$ cat src/rtl/alu_pkg.sv
// rtl/alu_pkg.sv - ALUctr codes and FSM state type shared by the ALU arbiter
package alu_pkg;

    localparam logic [2:0] ADDU = 3'b000;
    localparam logic [2:0] ADD  = 3'b001;
    localparam logic [2:0] OR   = 3'b010;
    localparam logic [2:0] SUBU = 3'b100;
    localparam logic [2:0] SUB  = 3'b101;
    localparam logic [2:0] SLTU = 3'b110;
    localparam logic [2:0] SLT  = 3'b111;

    typedef enum logic [1:0] {
        IDLE = 2'd0,
        EXEC = 2'd1,
        RESP = 2'd2
    } state_t;

endpackage

$ cat src/rtl/alu_arbiter_if.sv
// rtl/alu_arbiter_if.sv - request, response and ALU-side signals of alu_arbiter
interface alu_arbiter_if #(
    parameter int N = 32
);
    logic         req0_valid;
    logic         req0_ready;
    logic [N-1:0] req0_a;
    logic [N-1:0] req0_b;
    logic [2:0]   req0_ctr;

    logic         req1_valid;
    logic         req1_ready;
    logic [N-1:0] req1_a;
    logic [N-1:0] req1_b;
    logic [2:0]   req1_ctr;

    logic         rsp0_valid;
    logic         rsp0_ready;
    logic [N-1:0] rsp0_result;
    logic         rsp0_zero;
    logic         rsp0_overflow;

    logic         rsp1_valid;
    logic         rsp1_ready;
    logic [N-1:0] rsp1_result;
    logic         rsp1_zero;
    logic         rsp1_overflow;

    logic [N-1:0] alu_a;
    logic [N-1:0] alu_b;
    logic [2:0]   alu_ctr;
    logic [N-1:0] alu_result;
    logic         alu_zero;
    logic         alu_overflow;

    logic         busy;

    modport slave (
        input  req0_valid, req0_a, req0_b, req0_ctr,
        input  req1_valid, req1_a, req1_b, req1_ctr,
        output req0_ready, req1_ready,
        output rsp0_valid, rsp0_result, rsp0_zero, rsp0_overflow,
        output rsp1_valid, rsp1_result, rsp1_zero, rsp1_overflow,
        input  rsp0_ready, rsp1_ready,
        output alu_a, alu_b, alu_ctr,
        input  alu_result, alu_zero, alu_overflow,
        output busy
    );

    modport master (
        output req0_valid, req0_a, req0_b, req0_ctr,
        output req1_valid, req1_a, req1_b, req1_ctr,
        input  req0_ready, req1_ready,
        input  rsp0_valid, rsp0_result, rsp0_zero, rsp0_overflow,
        input  rsp1_valid, rsp1_result, rsp1_zero, rsp1_overflow,
        output rsp0_ready, rsp1_ready,
        input  alu_a, alu_b, alu_ctr,
        output alu_result, alu_zero, alu_overflow,
        input  busy
    );

endinterface

$ cat src/rtl/rr_arbiter2.sv
// rtl/rr_arbiter2.sv - combinational two-way round-robin grant
module rr_arbiter2 (
    input  logic [1:0] valid,
    input  logic       last_grant,
    output logic [1:0] grant,
    output logic       grant_id
);

    always_comb begin
        grant_id = 1'b0;
        case (valid)
            2'b01:   grant_id = 1'b0;
            2'b10:   grant_id = 1'b1;
            2'b11:   grant_id = ~last_grant;
            default: grant_id = 1'b0;
        endcase
        if (valid == 2'b00)
            grant = 2'b00;
        else
            grant = grant_id ? 2'b10 : 2'b01;
    end

endmodule

$ cat src/rtl/alu_arbiter.sv
// rtl/alu_arbiter.sv - shares one combinational ALU between two requesters,
// one operation in flight, round-robin on ties, response held until consumed
module alu_arbiter
    import alu_pkg::*;
#(
    parameter int N = 32
) (
    input  logic          clk,
    input  logic          rst,
    alu_arbiter_if.slave  bus
);

    state_t       state;
    logic         grant_id;
    logic         last_grant;
    logic [1:0]   grant;
    logic         grant_now;
    logic         accept_ok;
    logic         rsp_take;

    logic [N-1:0] alu_a_q;
    logic [N-1:0] alu_b_q;
    logic [2:0]   alu_ctr_q;

    logic [1:0]   rsp_valid_q;
    logic [N-1:0] rsp0_result_q;
    logic [N-1:0] rsp1_result_q;
    logic [1:0]   rsp_zero_q;
    logic [1:0]   rsp_overflow_q;

    rr_arbiter2 u_rr (
        .valid      ({bus.req1_valid, bus.req0_valid}),
        .last_grant (last_grant),
        .grant      (grant),
        .grant_id   (grant_now)
    );

    // Ready is withheld during reset so a requester never sees a handshake that reset discards.
    assign accept_ok      = (state == IDLE) && !rst;
    assign bus.req0_ready = accept_ok && grant[0];
    assign bus.req1_ready = accept_ok && grant[1];

    assign rsp_take = grant_id ? bus.rsp1_ready : bus.rsp0_ready;

    always_ff @(posedge clk) begin
        if (rst) begin
            state          <= IDLE;
            grant_id       <= 1'b0;
            last_grant     <= 1'b1;
            alu_a_q        <= '0;
            alu_b_q        <= '0;
            alu_ctr_q      <= 3'b000;
            rsp_valid_q    <= 2'b00;
            rsp0_result_q  <= '0;
            rsp1_result_q  <= '0;
            rsp_zero_q     <= 2'b00;
            rsp_overflow_q <= 2'b00;
        end else begin
            case (state)
                IDLE: begin
                    if (grant != 2'b00) begin
                        alu_a_q    <= grant_now ? bus.req1_a   : bus.req0_a;
                        alu_b_q    <= grant_now ? bus.req1_b   : bus.req0_b;
                        alu_ctr_q  <= grant_now ? bus.req1_ctr : bus.req0_ctr;
                        grant_id   <= grant_now;
                        last_grant <= grant_now;
                        state      <= EXEC;
                    end
                end
                EXEC: begin
                    if (grant_id) begin
                        rsp1_result_q     <= bus.alu_result;
                        rsp_zero_q[1]     <= bus.alu_zero;
                        rsp_overflow_q[1] <= bus.alu_overflow;
                        rsp_valid_q       <= 2'b10;
                    end else begin
                        rsp0_result_q     <= bus.alu_result;
                        rsp_zero_q[0]     <= bus.alu_zero;
                        rsp_overflow_q[0] <= bus.alu_overflow;
                        rsp_valid_q       <= 2'b01;
                    end
                    state <= RESP;
                end
                RESP: begin
                    if (rsp_take) begin
                        rsp_valid_q <= 2'b00;
                        state       <= IDLE;
                    end
                end
                default: begin
                    rsp_valid_q <= 2'b00;
                    state       <= IDLE;
                end
            endcase
        end
    end

    assign bus.alu_a   = alu_a_q;
    assign bus.alu_b   = alu_b_q;
    assign bus.alu_ctr = alu_ctr_q;

    assign bus.rsp0_valid    = rsp_valid_q[0];
    assign bus.rsp0_result   = rsp0_result_q;
    assign bus.rsp0_zero     = rsp_zero_q[0];
    assign bus.rsp0_overflow = rsp_overflow_q[0];

    assign bus.rsp1_valid    = rsp_valid_q[1];
    assign bus.rsp1_result   = rsp1_result_q;
    assign bus.rsp1_zero     = rsp_zero_q[1];
    assign bus.rsp1_overflow = rsp_overflow_q[1];

    assign bus.busy = (state != IDLE);

endmodule
$ cat src/flat_wrapper.sv
// flat-port wrapper written by rule: the top's interface ports become plain ports
module alu_arbiter_flat import alu_pkg::*;
#(
    parameter int N = 32
)
  (clk, rst, bus_req0_valid, bus_req0_a, bus_req0_b, bus_req0_ctr, bus_req1_valid, bus_req1_a, bus_req1_b, bus_req1_ctr, bus_req0_ready, bus_req1_ready, bus_rsp0_valid, bus_rsp0_result, bus_rsp0_zero, bus_rsp0_overflow, bus_rsp1_valid, bus_rsp1_result, bus_rsp1_zero, bus_rsp1_overflow, bus_rsp0_ready, bus_rsp1_ready, bus_alu_a, bus_alu_b, bus_alu_ctr, bus_alu_result, bus_alu_zero, bus_alu_overflow, bus_busy);
  alu_arbiter_if #(.N(N)) bus_i ();
  input  logic clk;
  input  logic rst;
  input wire logic [$bits(bus_i.req0_valid)-1:0] bus_req0_valid;
  input wire logic [$bits(bus_i.req0_a)-1:0] bus_req0_a;
  input wire logic [$bits(bus_i.req0_b)-1:0] bus_req0_b;
  input wire logic [$bits(bus_i.req0_ctr)-1:0] bus_req0_ctr;
  input wire logic [$bits(bus_i.req1_valid)-1:0] bus_req1_valid;
  input wire logic [$bits(bus_i.req1_a)-1:0] bus_req1_a;
  input wire logic [$bits(bus_i.req1_b)-1:0] bus_req1_b;
  input wire logic [$bits(bus_i.req1_ctr)-1:0] bus_req1_ctr;
  output wire logic [$bits(bus_i.req0_ready)-1:0] bus_req0_ready;
  output wire logic [$bits(bus_i.req1_ready)-1:0] bus_req1_ready;
  output wire logic [$bits(bus_i.rsp0_valid)-1:0] bus_rsp0_valid;
  output wire logic [$bits(bus_i.rsp0_result)-1:0] bus_rsp0_result;
  output wire logic [$bits(bus_i.rsp0_zero)-1:0] bus_rsp0_zero;
  output wire logic [$bits(bus_i.rsp0_overflow)-1:0] bus_rsp0_overflow;
  output wire logic [$bits(bus_i.rsp1_valid)-1:0] bus_rsp1_valid;
  output wire logic [$bits(bus_i.rsp1_result)-1:0] bus_rsp1_result;
  output wire logic [$bits(bus_i.rsp1_zero)-1:0] bus_rsp1_zero;
  output wire logic [$bits(bus_i.rsp1_overflow)-1:0] bus_rsp1_overflow;
  input wire logic [$bits(bus_i.rsp0_ready)-1:0] bus_rsp0_ready;
  input wire logic [$bits(bus_i.rsp1_ready)-1:0] bus_rsp1_ready;
  output wire logic [$bits(bus_i.alu_a)-1:0] bus_alu_a;
  output wire logic [$bits(bus_i.alu_b)-1:0] bus_alu_b;
  output wire logic [$bits(bus_i.alu_ctr)-1:0] bus_alu_ctr;
  input wire logic [$bits(bus_i.alu_result)-1:0] bus_alu_result;
  input wire logic [$bits(bus_i.alu_zero)-1:0] bus_alu_zero;
  input wire logic [$bits(bus_i.alu_overflow)-1:0] bus_alu_overflow;
  output wire logic [$bits(bus_i.busy)-1:0] bus_busy;
  assign bus_i.req0_valid = bus_req0_valid;
  assign bus_i.req0_a = bus_req0_a;
  assign bus_i.req0_b = bus_req0_b;
  assign bus_i.req0_ctr = bus_req0_ctr;
  assign bus_i.req1_valid = bus_req1_valid;
  assign bus_i.req1_a = bus_req1_a;
  assign bus_i.req1_b = bus_req1_b;
  assign bus_i.req1_ctr = bus_req1_ctr;
  assign bus_req0_ready = bus_i.req0_ready;
  assign bus_req1_ready = bus_i.req1_ready;
  assign bus_rsp0_valid = bus_i.rsp0_valid;
  assign bus_rsp0_result = bus_i.rsp0_result;
  assign bus_rsp0_zero = bus_i.rsp0_zero;
  assign bus_rsp0_overflow = bus_i.rsp0_overflow;
  assign bus_rsp1_valid = bus_i.rsp1_valid;
  assign bus_rsp1_result = bus_i.rsp1_result;
  assign bus_rsp1_zero = bus_i.rsp1_zero;
  assign bus_rsp1_overflow = bus_i.rsp1_overflow;
  assign bus_i.rsp0_ready = bus_rsp0_ready;
  assign bus_i.rsp1_ready = bus_rsp1_ready;
  assign bus_alu_a = bus_i.alu_a;
  assign bus_alu_b = bus_i.alu_b;
  assign bus_alu_ctr = bus_i.alu_ctr;
  assign bus_i.alu_result = bus_alu_result;
  assign bus_i.alu_zero = bus_alu_zero;
  assign bus_i.alu_overflow = bus_alu_overflow;
  assign bus_busy = bus_i.busy;
  alu_arbiter #(.N(N)) u_core (.clk(clk), .rst(rst), .bus(bus_i));
endmodule
$ cat config.mk
export PLATFORM = sky130hd
export DESIGN_NAME = alu_arbiter_flat
export DESIGN_NICKNAME = d
export VERILOG_FILES = /design/src/rtl/alu_pkg.sv /design/src/rtl/alu_arbiter_if.sv /design/src/rtl/rr_arbiter2.sv /design/src/rtl/alu_arbiter.sv /design/src/flat_wrapper.sv
export SDC_FILE = /design/constraint.sdc
export NUM_CORES = 1
export LEC_CHECK = 0
export BUFFER_PORTS_ARGS = -buffer_cell sky130_fd_sc_hd__buf_2
export CAP_MARGIN = 15
export CELL_PAD_IN_SITES_DETAIL_PLACEMENT = 0
export CELL_PAD_IN_SITES_GLOBAL_PLACEMENT = 1
export CORE_ASPECT_RATIO = 0.9
export CORE_MARGIN = 3
export CORE_UTILIZATION = 29
export CTS_CLUSTER_DIAMETER = 60
export DETAILED_ROUTE_END_ITERATION = 12
export PLACE_DENSITY_LB_ADDON = 0.1
export SLEW_MARGIN = 0
export SYNTH_ARGS = -nofsm -noshare
export SYNTH_HDL_FRONTEND = slang
export SYNTH_HIERARCHICAL = 1
export SYNTH_SLANG_ARGS = --single-unit
export TNS_END_PERCENT = 5
$ cat constraint.sdc
create_clock -name clk -period 1.3 [get_ports clk]
set_input_delay 0.065 -clock clk [delete_from_list [all_inputs] [get_ports clk]]
set_output_delay 0.065 -clock clk [all_outputs]
set_load 0.005 [all_outputs]
==> results of run 1 <==
registers in the layout, indices dropped and copies added, names as in the netlist:
register                count
u_core/grant_id             1
u_core/bus.rsp1_result     32
u_core/bus.rsp0_result     32
u_core/bus.alu_a           32
u_core/bus.alu_b           32
u_core/rsp_overflow_q       2
u_core/bus.alu_ctr          3
u_core/rsp_valid_q          2
u_core/last_grant           1
u_core/state                2
u_core/rsp_zero_q           2
metrics by stage:
step,cells,area [sq um],TNS [ps],hold WS (ps)
after floorplan,637,5890,-1720,201
after global placement,1171,7840,-2690,318
after detailed placement,1171,7840,-4330,323
after CTS,1273,9200,-4460,0.168
after global routing,1292,9670,-17470,13.1
final,1292,9670,-9800,5.69
logic make-up (layout without fill, tap and decap cells):
logic type,after synthesis,after routing,synth area share [%]
AOI/OAI and AO/OA,212,212,22.6
buffers and inverters,64,469,6.55
DFF,141,141,48.2
muxes,68,68,11.6
and+or+nand+nor,152,152,11.0
final timing paths:
path | depth (start not counted) | endpoint | start | slack, ps
setup / recovery | 8 | u_core/bus.alu_b[19] | u_core/last_grant | -160
hold / removal | 3 | u_core/bus.alu_a[19] | bus_req0_a[19] | 6
setup reg to reg | 8 | u_core/bus.alu_b[19] | u_core/last_grant | -160
hold reg to reg | 2 | u_core/bus.rsp0_result[15] | u_core/bus.rsp0_result[15] | 450
synthesized netlist by cell type, types with 3 or more instances:
library cell                 n  area [sq um]
sky130_fd_sc_hd__a21oi_1   136           681
sky130_fd_sc_hd__a211oi_2   12           150
sky130_fd_sc_hd__buf_4      11          82.6
sky130_fd_sc_hd__o21ai_0     3          15.0
sky130_fd_sc_hd__a211oi_1   56           420
sky130_fd_sc_hd__buf_2      26           130
sky130_fd_sc_hd__clkbuf_1   14          52.6
sky130_fd_sc_hd__dfxtp_1   141          2820
sky130_fd_sc_hd__buf_6       9           101
sky130_fd_sc_hd__nand2_1   136           510
sky130_fd_sc_hd__mux2i_1    67           671
worst max-delay path, stage by stage (launching register included):
cell and delay (ps):
sky130_fd_sc_hd__dfxtp_4 380, sky130_fd_sc_hd__inv_2 40, sky130_fd_sc_hd__a21boi_2 160, sky130_fd_sc_hd__buf_4 150
sky130_fd_sc_hd__nor2_4 40, sky130_fd_sc_hd__nor2_4 130, sky130_fd_sc_hd__buf_6 130, sky130_fd_sc_hd__buf_16 190
sky130_fd_sc_hd__a211oi_1 100
layout make-up:
| class | count | area, sq um | share of cell area (%) |
|---|---|---|---|
| Timing Repair Buffer | 438 | 3140 | 32.5 |
| Multi-Input combinational cell | 432 | 2880 | 29.8 |
| Clock buffer | 21 | 440 | 4.55 |
| Clock inverter | 8 | 48.8 | 0.505 |
| Sequential cell | 141 | 2830 | 29.3 |
| Tap cell | 250 | 313 | 3.23 |
| Inverter | 2 | 10.0 | 0.104 |
layer usage:
layer,GRT usage [%],wire [microns],vias up
met2,31.0,10800,251
met1,22.1,9010,2855
met5,0,0,-
li1,-,-,3035
met3,5.49,1610,21
met4,5.11,278,0
where the power goes:
part           internal (uW)  switching (uW)  total (uW)  leakage, uW
Combinational           1750            1600        3350      0.00291
Clock                   2390            1750        4140     0.000238
Sequential              4750             242        4990      0.00116
cells in the final DEF, fill, tap and decap left out, types with 3 or more instances in the layout:
master	netlist	final
sky130_fd_sc_hd__a21oi_1	136	125
sky130_fd_sc_hd__a211oi_1	56	44
sky130_fd_sc_hd__a211oi_2	12	24
sky130_fd_sc_hd__buf_4	11	22
sky130_fd_sc_hd__a21oi_2	0	10
sky130_fd_sc_hd__buf_2	26	311
sky130_fd_sc_hd__mux2i_4	0	3
sky130_fd_sc_hd__dlygate4sd3_1	0	64
sky130_fd_sc_hd__buf_16	0	3
sky130_fd_sc_hd__clkinv_2	0	5
sky130_fd_sc_hd__buf_8	0	3
sky130_fd_sc_hd__nand2_1	136	136
sky130_fd_sc_hd__o21ai_0	3	3
sky130_fd_sc_hd__mux2i_1	67	53
sky130_fd_sc_hd__dfxtp_1	141	137
sky130_fd_sc_hd__buf_6	9	10
sky130_fd_sc_hd__mux2i_2	0	11
sky130_fd_sc_hd__clkbuf_16	0	25
sky130_fd_sc_hd__clkbuf_1	14	4
sky130_fd_sc_hd__buf_12	0	17
timing repair:
action	4_1_cts	5_1_grt
hold buffers	64	0
buffers inserted	7	10
endpoints found under the hold margin	89	0
gates resized for setup	29	43
gates cloned	2	9
pin swaps	5	28
endpoints found under the setup margin	104	120
==> results_dict.tcl, run 1 <==
set metrics [dict create \
    mean_number_of_vias_per_cell 4.77 \
    num_rows 48 \
    antenna_cells 0 \
    maxCapViolCount 0 \
    seq_area_frac_synth_pct 48.2 \
    violations "negative setup slack" \
    layout_setup_ws_ps -163 \
    fin_crit_ps 1460 \
    h_tree_levels 4 \
    grt_first_pass_wirelength_mm 31.9 \
    max_slew_violation_total_from_the_final_report 0 \
    drt_drc_violations_left 0 \
    total_die_area_sq_um 22000 \
    worst_ep_required_time_ps 1580 \
    vias_in_the_first_global_route 6189 \
    syn-cell-area_sq_um 5860 \
    area_growth_pct 65.0 \
    dp_slack_ps -104 \
    cts_inserted_buffers 17 \
    drive_above_1_share_pct 44.8 \
    hpwlAfterDp_mm 14.5 \
    final_nets 1206 \
    ir_worst_vdd_uv 713 \
    synth_area_per_cell_sq_um 9.20 \
    gp_congestion 0.767 \
    rsz_0062_raised_after_global_routing "true" \
    ys_types 32 \
    io_buffer_count 313 \
    clkSinkCount 141 \
    endpoint_kind "flop" \
    grtUsageTotal_pct 18.1 \
    yosysWarningCount 6 \
    power-per-cell-area_nw_per_um2 1290 \
    timing_worst_slew_pin_value_ps 444 \
    largest_driver_fanout_on_the_critical_path 29 \
    type_of_the_tightest_min_delay_check "input pin to flop" \
    cp_data_arrival_time_ps 1750 \
    die_x_microns 156 \
    drt.antenna.violating_nets 0 \
    final-setup-viol-count 73 \
    tritoncts "yes" \
    drt-wirelength-per-cell_microns 16.8 \
    synth.ff_latch_count 141 \
    total_leakage_power_uw 0.00430 \
    antenna_found_initial 0 \
    timing.critical_path.from_type "flop" \
    clock-root-buffer "sky130_fd_sc_hd__clkbuf_16" \
    floorplan.die.height_microns 141 \
    floorplan.initialDensity_pct 30.0 \
    timing_worst_setup_path_type "flop to flop" \
    boundaryPins 314 \
    syn_inst_count 637 \
    p_total_uw 12500 \
    fp.coreArea_sq_um 19500 \
    overflow 0 \
    synth-async-reset-ratio_pct 0 \
    fillerInstances 1828 \
    run_status "finished with violations" \
    max_clock_freq_mhz 683 \
    clk_pin_slew_worst_paths_ps 60 \
    final_hold_violating_endpoints 0 \
    post_syn_nets 811 \
    drtIter0Drc 300 \
    dominantRegCellSynth "sky130_fd_sc_hd__dfxtp_1" \
    drt-pass1-iter-count 4 \
    finalCoreUtilization_pct 49.5 \
    timing.final.crit_share_pct 113 \
    synth_enable_flop_cells 0 \
    maximum_number_of_pins_on_one_net_before_global_route_repair 60 \
    cts_buffer_depth 2 \
    maxSlewHeadroom_pct 70.4 \
    fin_worst_skew_ps 6.63 \
    drt-total-wl_mm 21.7 \
    worst_skew_pair.late_latency_ps 410 \
    dr_total_vias 6162 \
]
Note: power is estimated with default switching activity, not from simulation.
==> inputs of run 2 (changes only) <==
CORE_UTILIZATION = 32   (was 29)
TNS_END_PERCENT = 20   (was 5)
clock period = 1.4 ns   (was 1.3 ns; I/O delays follow)
==> run 2 against run 1 <==
Effect of this change: the flow still finishes with violations (negative setup slack); non-clock buffer count is 3 higher; sequential power is 7.2% lower; register-to-register slack better by 150 ps; maximum frequency is 3.4% higher; clock power is 11% higher; flip-flop and latch count stayed put; total power is 3.4% lower; largest cell class unchanged.
==> results_dict.tcl, run 2 (synthesis gave the netlist of run 1 again) <==
set metrics [dict create \
    run_status "finished with violations" \
    violations "negative setup slack" \
    fin_crit_ps 1410 \
    boundaryPins 314 \
    fp.coreArea_sq_um 17800 \
    hpwlAfterDp_mm 13.8 \
    timing.reg2reg.setup_slack_ps -10 \
    clk_pin_slew_worst_paths_ps 60 \
    fin_worst_skew_ps 9.89 \
    timing.critical_path.to "u_core/bus.alu_a[1]" \
    dp_slack_ps -183 \
    cts_inserted_buffers 17 \
    tritoncts "yes" \
    layoutNonFillerInstCount 1288 \
    regToRegStartpoint "u_core/last_grant" \
    mean_number_of_vias_per_cell 4.76 \
    dp.cells 1162 \
    floorplan.die.height_microns 134 \
    timing.critical_path.from_type "flop" \
    total_die_area_sq_um 20000 \
    combined_area_of_the_multi_input_logic_cells_sq_um 2940 \
    finalCoreUtilization_pct 54.6 \
    grt_first_pass_wirelength_mm 30.5 \
    io_buffer_count 313 \
    timing_worst_setup_path_type "flop to flop" \
    area_growth_pct 65.8 \
    endpoint_kind "flop" \
    timing.final.crit_share_pct 101 \
    gp_congestion 0.759 \
    final_hold_violating_endpoints 0 \
    antenna_cells 0 \
    drt_drc_violations_left 0 \
    num_rows 46 \
    final_common_cell "sky130_fd_sc_hd__buf_2" \
    worst_ep_required_time_ps 1690 \
    clock-root-buffer "sky130_fd_sc_hd__clkbuf_16" \
    clkSinkCount 141 \
    h_tree_levels 4 \
    most-common-layout-cells "sky130_fd_sc_hd__buf_2, sky130_fd_sc_hd__dfxtp_1, sky130_fd_sc_hd__nand2_1, sky130_fd_sc_hd__a21oi_1, sky130_fd_sc_hd__dlygate4sd3_1" \
    final-setup-viol-count 6 \
    power-per-cell-area_nw_per_um2 1240 \
    max_slew_violation_total_from_the_final_report 0 \
    die_x_microns 149 \
    drt-total-wl_mm 20.4 \
    ir_worst_vdd_uv 770 \
    floorplan.initialDensity_pct 33.0 \
    timing_worst_slew_pin_value_ps 405 \
    worst_case_reg_to_reg_path_depth 6 \
    layout_setup_ws_ps -14.5 \
    dr_total_vias 6130 \
    critical_path.startpoint "u_core/last_grant" \
    antenna_found_initial 0 \
    rsz_0062_raised_after_global_routing "true" \
    largest_driver_fanout_on_the_critical_path 12 \
    drive_above_1_share_pct 44.2 \
    vias_in_the_first_global_route 6095 \
    total_leakage_power_uw 0.00428 \
    overflow 0 \
    drt-wirelength-per-cell_microns 15.8 \
    maxSlewHeadroom_pct 73.0 \
    fillerInstances 1624 \
    cp_data_arrival_time_ps 1710 \
    seq_area_sq_um 2840 \
    max_clock_freq_mhz 707 \
    maximum_number_of_pins_on_one_net_before_global_route_repair 67 \
    worst_skew_pair.late_latency_ps 420 \
    cts_buffer_depth 2 \
    maxCapViolCount 0 \
    drt-pass1-iter-count 4 \
    timing.hold.ws_ps 14.4 \
    reg2reg_to "u_core/bus.alu_a[1]" \
    type_of_the_tightest_min_delay_check "input pin to flop" \
    final_nets 1209 \
    drt.antenna.violating_nets 0 \
    grtUsageTotal_pct 19.2 \
    drtIter0Drc 212 \
]
## run 2: cell count changes in the layout (fill, tap and decap cells not counted), moves of 5 or more
| cell | before | now |
|---|---|---|
| sky130_fd_sc_hd__dlygate4sd3_1 | 64 | 82 |
| sky130_fd_sc_hd__a211oi_2 | 24 | 18 |
| sky130_fd_sc_hd__a211oi_1 | 44 | 50 |
| sky130_fd_sc_hd__a21oi_2 | 10 | 15 |
| sky130_fd_sc_hd__mux2i_4 | 3 | 9 |
| sky130_fd_sc_hd__buf_12 | 17 | 12 |
| sky130_fd_sc_hd__mux2i_1 | 53 | 45 |
## run 2: layer usage
| layer | up-vias | wire (microns) | GRT usage [%] |
|---|---|---|---|
| li1 | 3035 | - | - |
| met1 | 2838 | 8520 | 22.6 |
| met2 | 229 | 10200 | 33.5 |
| met3 | 28 | 1380 | 5.37 |
| met4 | 0 | 327 | 6.77 |
| met5 | - | 0 | 0 |
## run 2: where the power goes
| part | internal [uW] | total, uW | leakage [uW] | switching [uW] |
|---|---|---|---|---|
| sequential | 4410 | 4630 | 0.00116 | 218 |
| combinational | 1450 | 2850 | 0.00283 | 1390 |
| clock | 2890 | 4580 | 0.000294 | 1690 |
| total | 8750 | 12100 | 0.00428 | 3300 |
## run 2: area by class of cell
class	count	share of cell area [%]
clock buffers	22	4.78
well taps	240	3.09
multi-input cells	432	30.3
repair buffers	441	31.1
clock inverters	10	1.43
flip-flops and latches	141	29.2
inverters	2	0.103
## run 2: critical path, stage by stage (launching register included)
cell,delay (ps)
sky130_fd_sc_hd__dfxtp_4,360
sky130_fd_sc_hd__a21boi_4,150
sky130_fd_sc_hd__buf_12,140
sky130_fd_sc_hd__buf_6,100
sky130_fd_sc_hd__buf_16,170
sky130_fd_sc_hd__mux2i_1,260
sky130_fd_sc_hd__a211oi_2,90
## run 2: how the worst min path moves through the flow
stage               slack (ps)  cells after the start              start                   endpoint
floorplan                  210                      2  bus_alu_result[0]  u_core/bus.rsp0_result[0]
global placement           320                      3   bus_alu_overflow   u_core/rsp_overflow_q[1]
detailed placement         330                      3  bus_alu_result[8]  u_core/bus.rsp0_result[8]
CTS                        0.2                      3      bus_req0_a[8]        u_core/bus.alu_a[8]
global route                 4                      3     bus_req1_b[20]       u_core/bus.alu_b[20]
finish                      10                      3     bus_req0_a[20]       u_core/bus.alu_a[20]
## run 2: stage by stage
| step | TNS (ps) | instance area [sq um] | power [uW] |
|---|---|---|---|
| after floorplan | 0 | 5870 | 6010 |
| after global placement | -1770 | 7780 | 7030 |
| after detailed placement | -6850 | 7780 | 7090 |
| after CTS | -419 | 9350 | 12000 |
| after global routing | -2580 | 9710 | 12600 |
| final | -51.3 | 9710 | 12100 |
## run 2: what timing repair did
action,4_1_cts,5_1_grt
buffers inserted,6,3
resized for setup,22,56
pin swaps,3,20
cloned,1,4
hold buffers,82,0
hold endpoints to repair,101,0
endpoints found under the setup margin,73,105
